**config.mk**
```make
export PLATFORM = sky130hd
export DESIGN_NAME = acc_sched
export DESIGN_NICKNAME = d
export VERILOG_FILES = /design/src/rtl/acc_sched_pkg.sv /design/src/rtl/rr_pick.sv /design/src/rtl/acc_sched.sv
export SDC_FILE = /design/constraint.sdc
export NUM_CORES = 1
export LEC_CHECK = 0
export BUFFER_PORTS_ARGS = -buffer_cell sky130_fd_sc_hd__buf_2
export CORE_ASPECT_RATIO = 1.2
export CORE_MARGIN = 3
export CORE_UTILIZATION = 36
export DETAILED_ROUTE_END_ITERATION = 10
export GPL_ROUTABILITY_DRIVEN = 0
export MAX_ROUTING_LAYER = met4
export PLACE_DENSITY = 0.7
export SETUP_SLACK_MARGIN = 0.5
export SLEW_MARGIN = 20
export SYNTH_ARGS = -nofsm -noshare
export SYNTH_HDL_FRONTEND = slang
export SYNTH_SLANG_ARGS = --single-unit
```
**constraint.sdc**
```tcl
create_clock -name clk -period 1.89 [get_ports clk]
set_input_delay 0.0945 -clock clk [delete_from_list [all_inputs] [get_ports clk]]
set_output_delay 0.0945 -clock clk [all_outputs]
set_load 0.005 [all_outputs]
```
**src/rtl/acc_sched_pkg.sv**
```systemverilog
// Shared types, default widths and the round-robin distance helper for the
// accumulator scheduler.
package acc_sched_pkg;

  typedef enum logic [1:0] {
    ST_IDLE = 2'd0,
    ST_CLR  = 2'd1,
    ST_RUN  = 2'd2,
    ST_DONE = 2'd3
  } state_e;

  localparam int unsigned DEF_OPW  = 4;
  localparam int unsigned DEF_ACCW = 8;
  localparam int unsigned DEF_LENW = 4;

  // Distance of idx after ptr going round a ring of n slots; ptr+1 is closest.
  function automatic int unsigned rr_dist(int unsigned idx, int unsigned ptr,
                                          int unsigned n);
    return (idx + 2 * n - ptr - 1) % n;
  endfunction

endpackage

```
**src/rtl/rr_pick.sv**
```systemverilog
// Combinational round-robin picker: chooses the first requester after ptr_i,
// wrapping around, and returns it as one-hot plus index.
module rr_pick
  import acc_sched_pkg::*;
#(
  parameter int unsigned N  = 2,
  parameter int unsigned IW = (N > 1) ? $clog2(N) : 1
) (
  input  logic [N-1:0]  req_i,
  input  logic [IW-1:0] ptr_i,
  output logic [N-1:0]  gnt_o,
  output logic [IW-1:0] idx_o,
  output logic          any_o
);

  int unsigned best_dist;
  int unsigned best_idx;

  always_comb begin
    best_dist = N;
    best_idx  = 0;
    for (int unsigned i = 0; i < N; i++) begin
      if (req_i[i] && (rr_dist(i, 32'(ptr_i), N) < best_dist)) begin
        best_dist = rr_dist(i, 32'(ptr_i), N);
        best_idx  = i;
      end
    end
  end

  always_comb begin
    gnt_o = '0;
    for (int unsigned i = 0; i < N; i++) begin
      gnt_o[i] = req_i[i] && (i == best_idx);
    end
  end

  assign idx_o = IW'(best_idx);
  assign any_o = |req_i;

endmodule

```
**src/rtl/acc_sched.sv**
```systemverilog
// Round-robin owner of a shared clear-able accumulator: clears it, forwards a
// declared number of operands from the granted requester, then reports the sum.
module acc_sched
  import acc_sched_pkg::*;
#(
  parameter int unsigned NREQ = 2,
  parameter int unsigned OPW  = DEF_OPW,
  parameter int unsigned ACCW = DEF_ACCW,
  parameter int unsigned LENW = DEF_LENW,
  localparam int unsigned IW  = (NREQ > 1) ? $clog2(NREQ) : 1
) (
  input  logic                 clk,
  input  logic                 rst_n,
  input  logic [NREQ-1:0]      req,
  input  logic [NREQ*LENW-1:0] req_len,
  input  logic [NREQ-1:0]      op_valid,
  input  logic [NREQ*OPW-1:0]  op_data,
  output logic [NREQ-1:0]      op_ready,
  output logic [NREQ-1:0]      gnt,
  output logic                 acc_clear,
  output logic [OPW-1:0]       acc_in,
  input  logic [ACCW-1:0]      acc_a,
  output logic                 res_valid,
  output logic [ACCW-1:0]      res_data,
  output logic [IW-1:0]        res_id
);

  // IDLE pick winner | CLR clear accumulator | RUN stream operands | DONE report
  state_e          state_q;
  logic [LENW-1:0] cnt_q;
  logic [NREQ-1:0] gnt_q;
  logic [IW-1:0]   gidx_q;
  logic [IW-1:0]   ptr_q;

  logic [LENW-1:0] len_a [NREQ];
  logic [OPW-1:0]  op_a  [NREQ];
  logic [NREQ-1:0] pick_gnt;
  logic [IW-1:0]   pick_idx;
  logic            pick_any;
  logic            sel_valid;
  logic [OPW-1:0]  sel_data;
  logic            take;

  for (genvar g = 0; g < NREQ; g++) begin : g_unpack
    assign len_a[g] = req_len[g*LENW +: LENW];
    assign op_a[g]  = op_data[g*OPW +: OPW];
  end

  rr_pick #(.N(NREQ), .IW(IW)) u_pick (
    .req_i (req),
    .ptr_i (ptr_q),
    .gnt_o (pick_gnt),
    .idx_o (pick_idx),
    .any_o (pick_any)
  );

  assign sel_valid = op_valid[gidx_q];
  assign sel_data  = op_a[gidx_q];
  assign take      = rst_n && (state_q == ST_RUN) && sel_valid;

  always_ff @(posedge clk) begin
    if (!rst_n) begin
      state_q <= ST_IDLE;
      cnt_q   <= '0;
      gnt_q   <= '0;
      gidx_q  <= '0;
      ptr_q   <= IW'(NREQ - 1);
    end else begin
      unique case (state_q)
        ST_IDLE: begin
          if (pick_any) begin
            gnt_q   <= pick_gnt;
            gidx_q  <= pick_idx;
            cnt_q   <= len_a[pick_idx];
            state_q <= ST_CLR;
          end
        end
        ST_CLR: state_q <= (cnt_q == '0) ? ST_DONE : ST_RUN;
        ST_RUN: begin
          if (sel_valid) begin
            cnt_q <= cnt_q - LENW'(1);
            if (cnt_q == LENW'(1)) state_q <= ST_DONE;
          end
        end
        ST_DONE: begin
          ptr_q   <= gidx_q;
          gnt_q   <= '0;
          state_q <= ST_IDLE;
        end
        default: state_q <= ST_IDLE;
      endcase
    end
  end

  // Everything driving the accumulator or the result drops the moment reset is seen.
  assign gnt       = gnt_q;
  assign op_ready  = (rst_n && (state_q == ST_RUN)) ? gnt_q : '0;
  assign acc_in    = take ? sel_data : '0;
  assign acc_clear = !rst_n || (state_q == ST_CLR);
  assign res_valid = rst_n && (state_q == ST_DONE);
  assign res_data  = res_valid ? acc_a : '0;
  assign res_id    = res_valid ? gidx_q : '0;

endmodule

```
; Yosys cells after proc, flatten, opt, wreduce, memory -nomap -nowiden
; Index checks and enable logic that the tools add are counted.
[totals]
elab_cells = 68
ff_bits = 10
out_inout_bits = 19
input_bits = 30
[classes]
add_sub_neg = 5
eq_ne = 8
mux = 24
bitwise_logic = 2
reduce_logical = 19
order_cmp = 5
[ops]
columns = operator, count
row1 = two-way mux 4 bit, 9
row2 = zero test 32 bit, 1
row3 = two-way mux 2 bit, 6
row4 = two-way mux 8 bit, 1
row5 = case mux 2 bit (4 select lines), 1
row6 = case mux 4 bit (2 select lines), 1
row7 = logical AND 1 bit, 7
row8 = != test 2 bit (second input constant), 3
row9 = AND reduction 3 bit, 2
row10 = two-way mux 1 bit, 5
row11 = equality test 2 bit (second input constant), 2
row12 = equality test 4 x 1 -> 1 bit (second input constant), 1
row13 = >= comparator 2 bit (second input constant), 2
row14 = zero test 4 bit, 1
row15 = less-than comparator 1 x 2 -> 1 bit (second input constant), 2
row16 = inverter 1 -> 2 bit, 2
row17 = case mux 2 bit (2 select lines), 1
row18 = AND reduction 2 bit, 2
row19 = nonzero test 2 bit, 2
row20 = subtractor 4 x 1 -> 4 bit (second input constant), 1
row21 = equality test 2 x 1 -> 1 bit (second input constant), 1
row22 = zero test 2 bit, 1
row23 = less-than comparator 1 x 2 -> 1 bit, 1
row24 = OR reduction 2 bit, 1
row25 = other kinds (5), 7

; Longest topological paths before layout
; Gate-level depths: netlist (run 1).
[logic_depth]
word_depth = 14
mapped_depth = 7
ltp_nobuf = 6

; By module
; A second synthesis (run 1) with hierarchy kept.
[unflattened]
cells_unflattened = 114
hier_area_um2 = 928.4
[modules_own_cells]
columns = module, area_per_inst_um2, cells_per_inst, seq_area_each_um2, instances
row1 = acc_sched, 895.9, 109, 200.2, 1
row2 = rr_pick, 32.5, 5, 0.0, 1

; Worst setup path before layout (run 1)
; OpenSTA, ideal clock, no wires.
[synth_path]
kind = reg-to-reg
startpoint = register state_q[1]
endpoint = register state_q[0]
synth_period_minus_slack_ns = 1.682
setup_slack_ns = 0.208
stages_incl_launch_ff = 8
required_ns = 1.804
n_path_buf = 1
t_arrival_ns = 1.596
setup_ns = 0.086
path_cell_list = dfxtp_1 inv_1 ha_1 buf_2 nor3b_2 a221oi_4 o21ai_2 a221oi_2
[synth_via]
elab_chain_len = 3
elab_cells_between_ends = 9
cone_classes = eq/ne (6) / mux (1) / reduce/logical (2)
[synth_rtl]
columns = element, line
row1 = start: declaration, acc_sched.sv:29  ; state_e state_q;
row2 = start signal: assignment, acc_sched.sv:78  ; ST_CLR: state_q <= (cnt_q == '0) ? ST_DONE : ST_RUN;
row3 = equality test 2 bit / zero test 2 bit (equally long branches), acc_sched.sv:69  ; unique case (state_q)
row4 = != test 2 bit (no source line), --
row5 = AND reduction 3 bit (no source line), --
; Several ways; a longest one is shown, not always the timed one.
; A chain may end at the register's enable or synchronous reset.

; Worst setup path after layout (run 1)
[layout_path]
startpoint = register cnt_q[0]
endpoint = register state_q[0]
[layout_via]
elab_chain_len = 3
elab_cells_between_ends = 6
cone_classes = eq/ne (2) / mux (2) / reduce/logical (2)
[layout_rtl]
columns = element, line
row1 = start: declaration, acc_sched.sv:30  ; logic [LENW-1:0] cnt_q;
row2 = start signal: assignment, acc_sched.sv:74  ; cnt_q <= len_a[pick_idx];
row3 = start signal: assignment, acc_sched.sv:81  ; cnt_q <= cnt_q - LENW'(1);
row4 = equality test 4 x 1 -> 1 bit / zero test 4 bit (equally long branches), "acc_sched.sv:82, acc_sched.sv:78"
row5 = != test 2 bit (no source line) / two-way mux 1 bit (equally long branches), --
row6 = AND reduction 3 bit (no source line) / case mux 2 bit (4 select lines) (equally long branches), --
; Several ways; a longest one is shown, not always the timed one.

==> metrics.txt, run 1 <==
outcome=complete, no violations; Fill cells=175; Syn-to-layout area delta=74.3%; Fmax=600 MHz; post-synthesis cell type count=40; Die Y=61.1 um; CTS clk-pin slew, worst paths=0.08 ns; CTS Buf Count=3; Iter 0 DRT Violations=58; largest net degree at the start of global routing=27; Rel. slew slack=71.0%; clock skew=0.00350 ns; Cell Pwr Density=1290 nW/um^2; Seq/Total Area, Yosys=21.9%; Max VDD drop=758 uV; minimum clock period=1.67 ns; initial antenna violation count=0; Pins Over Slew Limit=0; cts hold-fix bufs=0; synthesized area per cell=8.45 sq um; core footprint=2350 sq um; max-cap viol count=0; Initial Util=38.8%; TNS Setup=0 ns; # setup viols final=0; number of global-route vias before repair=983; port bufs=48; syn_nets=146; clock tree sinks=10; die area=3180 sq um; Die W=52.0 um; RSZ-0062 raised after global routing=yes; CTS H-tree depth=1; Setup WS post-layout=0.223 ns; Critical Path Fanout Max=4; Pre-antenna DRT Iters=4; Post-DRT Antenna Nets=0; via count=1092; DP Wirelength=1900 um; final hold vios=0; Lkg Pwr=0.757 nW; post-DR wirelength/cell=14.7 um; Avg Vias per Cell=5.28; Crit Path Class=register to register; final core utilization=67.6%; Hold Crit Class=input port to register; CTS Buffer Depth=2; worst slack, placed=0.231 ns; Slew @ Worst Pin=0.435 ns; CP Launch Type=register; Register Area=211 sq um; FFs w/ async S/R, synth=0%; Nets=215; ANT cells=0; worst path arrival time=1.82 ns; grt ovf=0; first-pass GRT wire length=4020 um; Mapped Cells=108; Root Buffer=clkbuf_4; Cell Rows=19; CTS tree=built; Critical Path RT=2.05 ns; post-route clock period utilization=88.2%; synth warn=0; Post-synth top flop=dfxtp_1; share of cells above drive strength 1=63.1%; cell area after synthesis=912 sq um; Clock Latency Late Sink=0.28 ns; final WL=3050 um; number of synthesized flops with an enable pin=0; drc violations=0; # IOs=49; multi-input logic area=835 sq um; GRT Total Usage=17.2%; Yosys reg bits=10; critical path capture point type=register
[registers in the layout, summed over array words and instances (netlist names)]
signal / flops
gnt: 2
cnt_q: 4
gidx_q: 1
ptr_q: 1
state_q: 2
[per-stage QoR]
step | cells | total power, mW | hold slack (ns) | area [sq um]
floorplan | 108 | 1.07 | 0.234 | 963
global placement | 183 | 1.22 | 0.452 | 1210
detailed placement | 183 | 1.24 | 0.461 | 1210
CTS | 200 | 1.67 | 0.176 | 1390
global route | 207 | 2.18 | 0.212 | 1590
finish | 207 | 2.05 | 0.185 | 1590
[worst max-delay path, stage by stage, from the launching register on]
cell      delay (ns)
dfxtp_2         0.39
ha_4            0.14
or3b_4          0.38
a221oi_4        0.31
buf_4           0.18
buf_4           0.10
a221oi_2        0.05
[cell families (layout without fill, tap and decap cells)]
family                   after synthesis  in the layout  share of synthesized area (%)
AND/OR/NAND/NOR                       40             40                           23.5
multiplexers                          11             11                           12.9
adder cells (fa/ha/maj)                8              8                           11.0
AO/OA/AOI/OAI                         25             25                           23.5
XOR/XNOR                               1              1                          0.960
flip-flops                            10             10                           21.9
buffers and inverters                 13             81                           6.31
[final timing paths]
check,from,endpoint,slack (ns),depth (start not counted)
worst max register to register,cnt_q[0],state_q[0],0.22,6
worst min-delay path,rst_n,ptr_q,0.19,2
worst max-delay path,cnt_q[0],state_q[0],0.22,6
worst min register to register,gnt[0],gnt[0],0.51,2
[routing by layer]
| metal | track usage (%) | up-vias | part of all wire (%) |
|---|---|---|---|
| li1 | - | 526 | - |
| met1 | 18.6 | 522 | 42 |
| met2 | 31.1 | 40 | 53 |
| met3 | 2.91 | 4 | 4.1 |
| met4 | 6.74 | 0 | 1.1 |
| met5 | - | - | 0 |
[cell type report]
| type | instances | share of cell area [%] |
|---|---|---|
| inverters | 7 | 2.12 |
| multi-input cells | 85 | 52.5 |
| clock buffers | 4 | 2.28 |
| well taps | 31 | 2.44 |
| repair buffers | 70 | 27.4 |
| flip-flops and latches | 10 | 13.3 |
[report_power, final]
part           switching [mW]  total, mW  internal (mW)  leakage [nW]
sequential              0.110      0.411          0.301        0.0847
combinational           0.649       1.42          0.772         0.651
clock                  0.0988      0.216          0.117        0.0210
[layout by cell type, fill, tap and decap left out, types with 3 or more instances in the layout]
cell type	instances
buf_2	48
buf_4	14
and3_1	10
nor2_1	8
buf_6	8
nand2_1	7
mux2i_1	6
ha_4	6
dfxtp_1	5
inv_1	4
o21ai_1	4
clkbuf_4	3
dfxtp_2	3
[synth_stat cells, types with 2 or more instances]
| library cell | count | share of area (%) |
|---|---|---|
| mux2_2 | 3 | 3.7 |
| nor3_1 | 2 | 1.1 |
| inv_1 | 7 | 2.9 |
| and2_1 | 2 | 1.4 |
| ha_1 | 8 | 11 |
| o21ai_1 | 4 | 2.2 |
| o21ai_0 | 2 | 1.1 |
| o22ai_1 | 2 | 1.4 |
| nand3_1 | 2 | 1.1 |
| clkbuf_1 | 4 | 1.6 |
| mux2i_1 | 7 | 7.7 |
| nand2_1 | 8 | 3.3 |
| dfxtp_1 | 10 | 22 |
| nor2_1 | 9 | 3.7 |
| nand2b_1 | 3 | 2.1 |
| and3_1 | 11 | 7.5 |
[repair_timing]
item	in CTS	in global routing
buffers inserted	13	7
endpoints found under the setup margin	24	24
pin swaps	2	9
endpoints found under the hold margin	0	0
gates cloned	0	0
gates resized for setup	13	27
No activity file was read; power rests on OpenSTA's default activity.
==> run 2: changes to the inputs <==
--- a/config.mk
+++ b/config.mk
@@ -12,7 +12,7 @@
 export DETAILED_ROUTE_END_ITERATION = 10
 export GPL_ROUTABILITY_DRIVEN = 0
 export MAX_ROUTING_LAYER = met4
-export PLACE_DENSITY = 0.7
+export PLACE_DENSITY = 0.67
 export SETUP_SLACK_MARGIN = 0.5
 export SLEW_MARGIN = 20
 export SYNTH_ARGS = -nofsm -noshare
==> constraint.sdc (replaced) <==
create_clock -name clk -period 2.14 [get_ports clk]
set_input_delay 0.107 -clock clk [delete_from_list [all_inputs] [get_ports clk]]
set_output_delay 0.107 -clock clk [all_outputs]
set_load 0.005 [all_outputs]
==> run 2 against run 1 <==
Combinational power decreased by 34%. Clock skew increased by 0.0076 ns. Sequential share of layout area increased by 2.0 points. Non-clock buffer count decreased by 12. Utilization decreased by 9.6 points. Clock power decreased by 20%. Largest power group unchanged.
==> metrics.txt, run 2 (synthesis results as in run 1) <==
via count=976; CTS Buf Count=3; worst path arrival time=1.81 ns; R2R setup slack=0.51 ns; Hold Crit Class=input port to register; leading cell types in the layout, fill and taps excluded=buf_2, and3_1, nor2_1, nand2_1, buf_4; Stages on worst setup path=5; RR Startpoint=cnt_q[0]; Cell Rows=19; post-DR wirelength/cell=13.1 um; # setup viols final=0; total power=1.44 mW; CTS tree=built; top cell family by delay on the critical path=compound AO/OA/AOI/OAI gates; worst path bufs/invs=0; minimum clock period=1.63 ns; Critical-path top delay cell=dfxtp_2; GRT Total Usage=16.4%; CP Launch Type=register; Fill cells=220; max reg flops=4; final hold vios=0; first-pass GRT wire length=3850 um; Nets=203; crit path cell chain=ha_4 > or3b_4 > a221oi_4 > o21ai_2 > a221oi_2; die area=3180 sq um; post-route clock period utilization=76.0%; Rel. slew slack=70.5%; Root Buffer=clkbuf_4; final WL=2560 um; CP startpoint=cnt_q[0]; Die W=52.0 um; largest net degree at the start of global routing=27; # IOs=49; outcome=complete, no violations; FF-to-FF End=state_q[0]; Critical Path Fanout Max=4; CTS H-tree depth=1; CTS clk-pin slew, worst paths=0.08 ns; Biggest register=cnt_q; Pre-antenna DRT Iters=4; final cell count without fillers=195; dpl cell area=1170 sq um; number of global-route vias before repair=868; cts hold-fix bufs=0; Post-DRT Antenna Nets=0; Initial Util=38.8%; port bufs=48; Placed Cells=182; Avg Vias per Cell=5.01; drc violations=0; Cell Pwr Density=1060 nW/um^2; max-cap viol count=0; Iter 0 DRT Violations=9; Fmax=615 MHz; CTS Buffer Depth=2; clock skew=0.0111 ns; DP Wirelength=1810 um; core footprint=2350 sq um; Die Y=61.1 um; grt ovf=0; Pins Over Slew Limit=0; share of cells above drive strength 1=52.4%; initial antenna violation count=0; commonest non-fill, non-tap cell in the layout=buf_2; clock tree sinks=10; Max VDD drop=583 uV; critical path capture point type=register; Slew @ Worst Pin=0.433 ns; Crit Path Class=register to register; Critical Path RT=2.32 ns; Syn-to-layout area delta=49.7%; Lkg Pwr=0.674 nW; ANT cells=0; Clock Latency Late Sink=0.27 ns; FF-to-FF path depth=5; TNS Setup=0 ns; CP endpoint=state_q[0]; Post-Layout Inst Area=1370 sq um; RSZ-0062 raised after global routing=yes; slowest cell delay on critical path=0.39 ns
[run 2: cell types whose count changed in the layout (fill, tap and decap cells not counted), sizes merged]
cell  before  now
buf       70   58
[run 2: worst min path at each step]
stage	cells past startpoint	end	start	slack, ns
6_report	2	ptr_q	rst_n	0.22
5_1_grt	4	cnt_q[3]	req_len[3]	0.23
4_1_cts	2	ptr_q	rst_n	0.20
3_5_place_dp	2	ptr_q	rst_n	0.47
3_3_place_gp	2	ptr_q	rst_n	0.46
2_1_floorplan	2	state_q[0]	rst_n	0.25
[run 2: layout make-up]
type / count / area (sq um) / share of cell area (%)
Inverter: 7 / 28.8 / 2.11
Multi-Input combinational cell: 85 / 721 / 52.8
Tap cell: 31 / 38.8 / 2.84
Sequential cell: 10 / 209 / 15.3
Clock buffer: 4 / 36.3 / 2.66
Timing Repair Buffer: 58 / 332 / 24.3
[run 2: report_power, final]
part / switching [mW] / internal, mW
Sequential: 0.0702 / 0.262
Combinational: 0.448 / 0.490
Clock: 0.0695 / 0.103
Total: 0.587 / 0.855
[run 2: worst register-to-register path, delay by kind of cell, from the launching register on]
| kind | cells | cell delay, ns |
|---|---|---|
| AOI/OAI and AO/OA | 3 | 0.65 |
| adders and majority gates | 1 | 0.14 |
| DFF | 1 | 0.39 |
| and+or+nand+nor | 1 | 0.38 |
[run 2: what timing repair did]
item,4_1_cts,5_1_grt
cloned,0,0
buffers inserted,6,3
endpoints found under the setup margin,10,9
resized for setup,11,8
pin swaps,1,3
[run 2: per-layer routing]
| metal | vias up | wire (um) | global-route usage, % |
|---|---|---|---|
| li1 | 502 | - | - |
| met1 | 438 | 1090 | 19.1 |
| met2 | 34 | 1290 | 28.2 |
| met3 | 2 | 169 | 3.15 |
| met4 | 0 | 12 | 5.62 |
| met5 | - | 0 | - |
[run 2: per-stage QoR]
step / setup slack, ns / hold slack [ns] / util, %
after floorplan: 0.508 / 0.254 / -
after global placement: 0.410 / 0.464 / 49.9
after detailed placement: 0.352 / 0.472 / 49.9
after CTS: 0.513 / 0.198 / 55.4
after global routing: 0.452 / 0.226 / 58.0
final: 0.513 / 0.220 / 58.0
==> run 3: changes to the inputs <==
==> constraint.sdc (replaced) <==
create_clock -name clk -period 1.7 [get_ports clk]
set_input_delay 0.085 -clock clk [delete_from_list [all_inputs] [get_ports clk]]
set_output_delay 0.085 -clock clk [all_outputs]
set_load 0.005 [all_outputs]
==> run 3 against run 2 <==
Power is 56% higher. Clock skew decreased by 0.0077 ns. Design area grew 15%. Flip-flop and latch count did not move. Clock power increased by 29%. Highest routed layer unchanged.
==> metrics.txt, run 3 (synthesis results as in run 1) <==
Slew @ Worst Pin=0.559 ns; Hold Path Depth=2; FF-to-FF path depth=6; Pre-antenna DRT Iters=4; largest net degree at the start of global routing=27; drc violations=0; final hold vios=0; Max VDD drop=857 uV; Fill cells=185; worst path arrival time=1.76 ns; max reg flops=4; CTS H-tree depth=1; GRT met3 Usage=2.91%; met2 Usage GRT=32.7%; Critical Path Fanout Max=3; Nets=220; Rel. slew slack=62.0%; Crit Path Class=register to register; Die Y=61.1 um; CTS clk-pin slew, worst paths=0.07 ns; first-pass GRT wire length=4240 um; Critical Path RT=1.88 ns; via count=1065; Iter 0 DRT Violations=38; total power=2.25 mW; Cell Pwr Density=1430 nW/um^2; cts hold-fix bufs=0; Syn-to-layout area delta=72.3%; R2R setup slack=0.12 ns; core footprint=2350 sq um; Root Buffer=clkbuf_4; share of cells above drive strength 1=62.4%; port bufs=48; outcome=complete, no violations; Pins Over Slew Limit=0; Initial Util=38.8%; commonest non-fill, non-tap cell in the layout=buf_2; die area=3180 sq um; CTS tree=built; post-route clock period utilization=92.7%; minimum clock period=1.58 ns; leading cell types in the layout, fill and taps excluded=buf_2, buf_4, and3_1, nor2_1, nand2_1; Post-DRT Antenna Nets=0; GRT Total Usage=18.5%; DP Wirelength=1830 um; Fmax=635 MHz; RSZ-0062 raised after global routing=yes; ANT cells=0; Die W=52.0 um; grt met1 use=20.8%; # setup viols final=0; GRT Max-Usage Layer=met2; Cell Rows=19; Avg Vias per Cell=5.02; grt ovf=0; Lkg Pwr=0.773 nW; initial antenna violation count=0; CTS Buffer Depth=2; CTS Buf Count=3; number of global-route vias before repair=987; # IOs=49; Hold Crit Class=input port to register; post-DR wirelength/cell=13.8 um; Clock Latency Late Sink=0.27 ns; clock skew=0.00338 ns; CP Launch Type=register; hold slack=0.193 ns; clock tree sinks=10; TNS Setup=0 ns; critical path capture point type=register; final WL=2920 um; max-cap viol count=0; Biggest register=cnt_q
[run 3: timing repair]
item / 4_1_cts / 5_1_grt
resized for setup: 20 / 12
setup endpoints to repair: 26 / 27
buffers inserted: 13 / 10
pin swaps: 6 / 10
[run 3: metal layers]
layer	part of all wire, %	wire, um	vias to the layer above
met5	0	0	-
met4	1.4	42	0
met3	3.4	100	6
met2	54	1570	27
met1	41	1210	493
li1	-	-	539
[run 3: final timing paths]
path	to	startpoint
max	state_q[0]	cnt_q[1]
min reg2reg	gnt[0]	gnt[0]
min	ptr_q	rst_n
max reg2reg	state_q[0]	cnt_q[1]
[run 3: report_power, final]
| group | switching (mW) | internal (mW) |
|---|---|---|
| Sequential | 0.0930 | 0.334 |
| Clock | 0.0926 | 0.130 |
| Combinational | 0.733 | 0.862 |
[run 3: final cells by class]
type                            instances  area [sq um]  area share, %
Multi-Input combinational cell         85           787           50.1
Clock buffer                            4          36.3           2.31
Timing Repair Buffer                   75           464           29.5
Tap cell                               31          38.8           2.47
Inverter                                7          33.8           2.15
Sequential cell                        10           211           13.5
[run 3: metrics by stage]
| step | setup slack, ns | util (%) | instances | area (sq um) |
|---|---|---|---|---|
| 6_report | 0.125 | 66.8 | 212 | 1570 |
| 5_1_grt | 0.0901 | 66.8 | 212 | 1570 |
| 4_1_cts | 0.136 | 61.7 | 202 | 1450 |
| 3_5_place_dp | 0.0473 | 52.2 | 185 | 1230 |
| 3_3_place_gp | 0.0819 | 52.2 | 185 | 1230 |
| 2_1_floorplan | 0.121 | - | 108 | 967 |
[run 3: critical path, cell delays in order (launching register included)]
cell and delay, ns:
dfxtp_2 0.33, inv_2 0.07, ha_4 0.11, or3b_4 0.37
a221oi_4 0.29, o21ai_2 0.10, a221oi_2 0.23
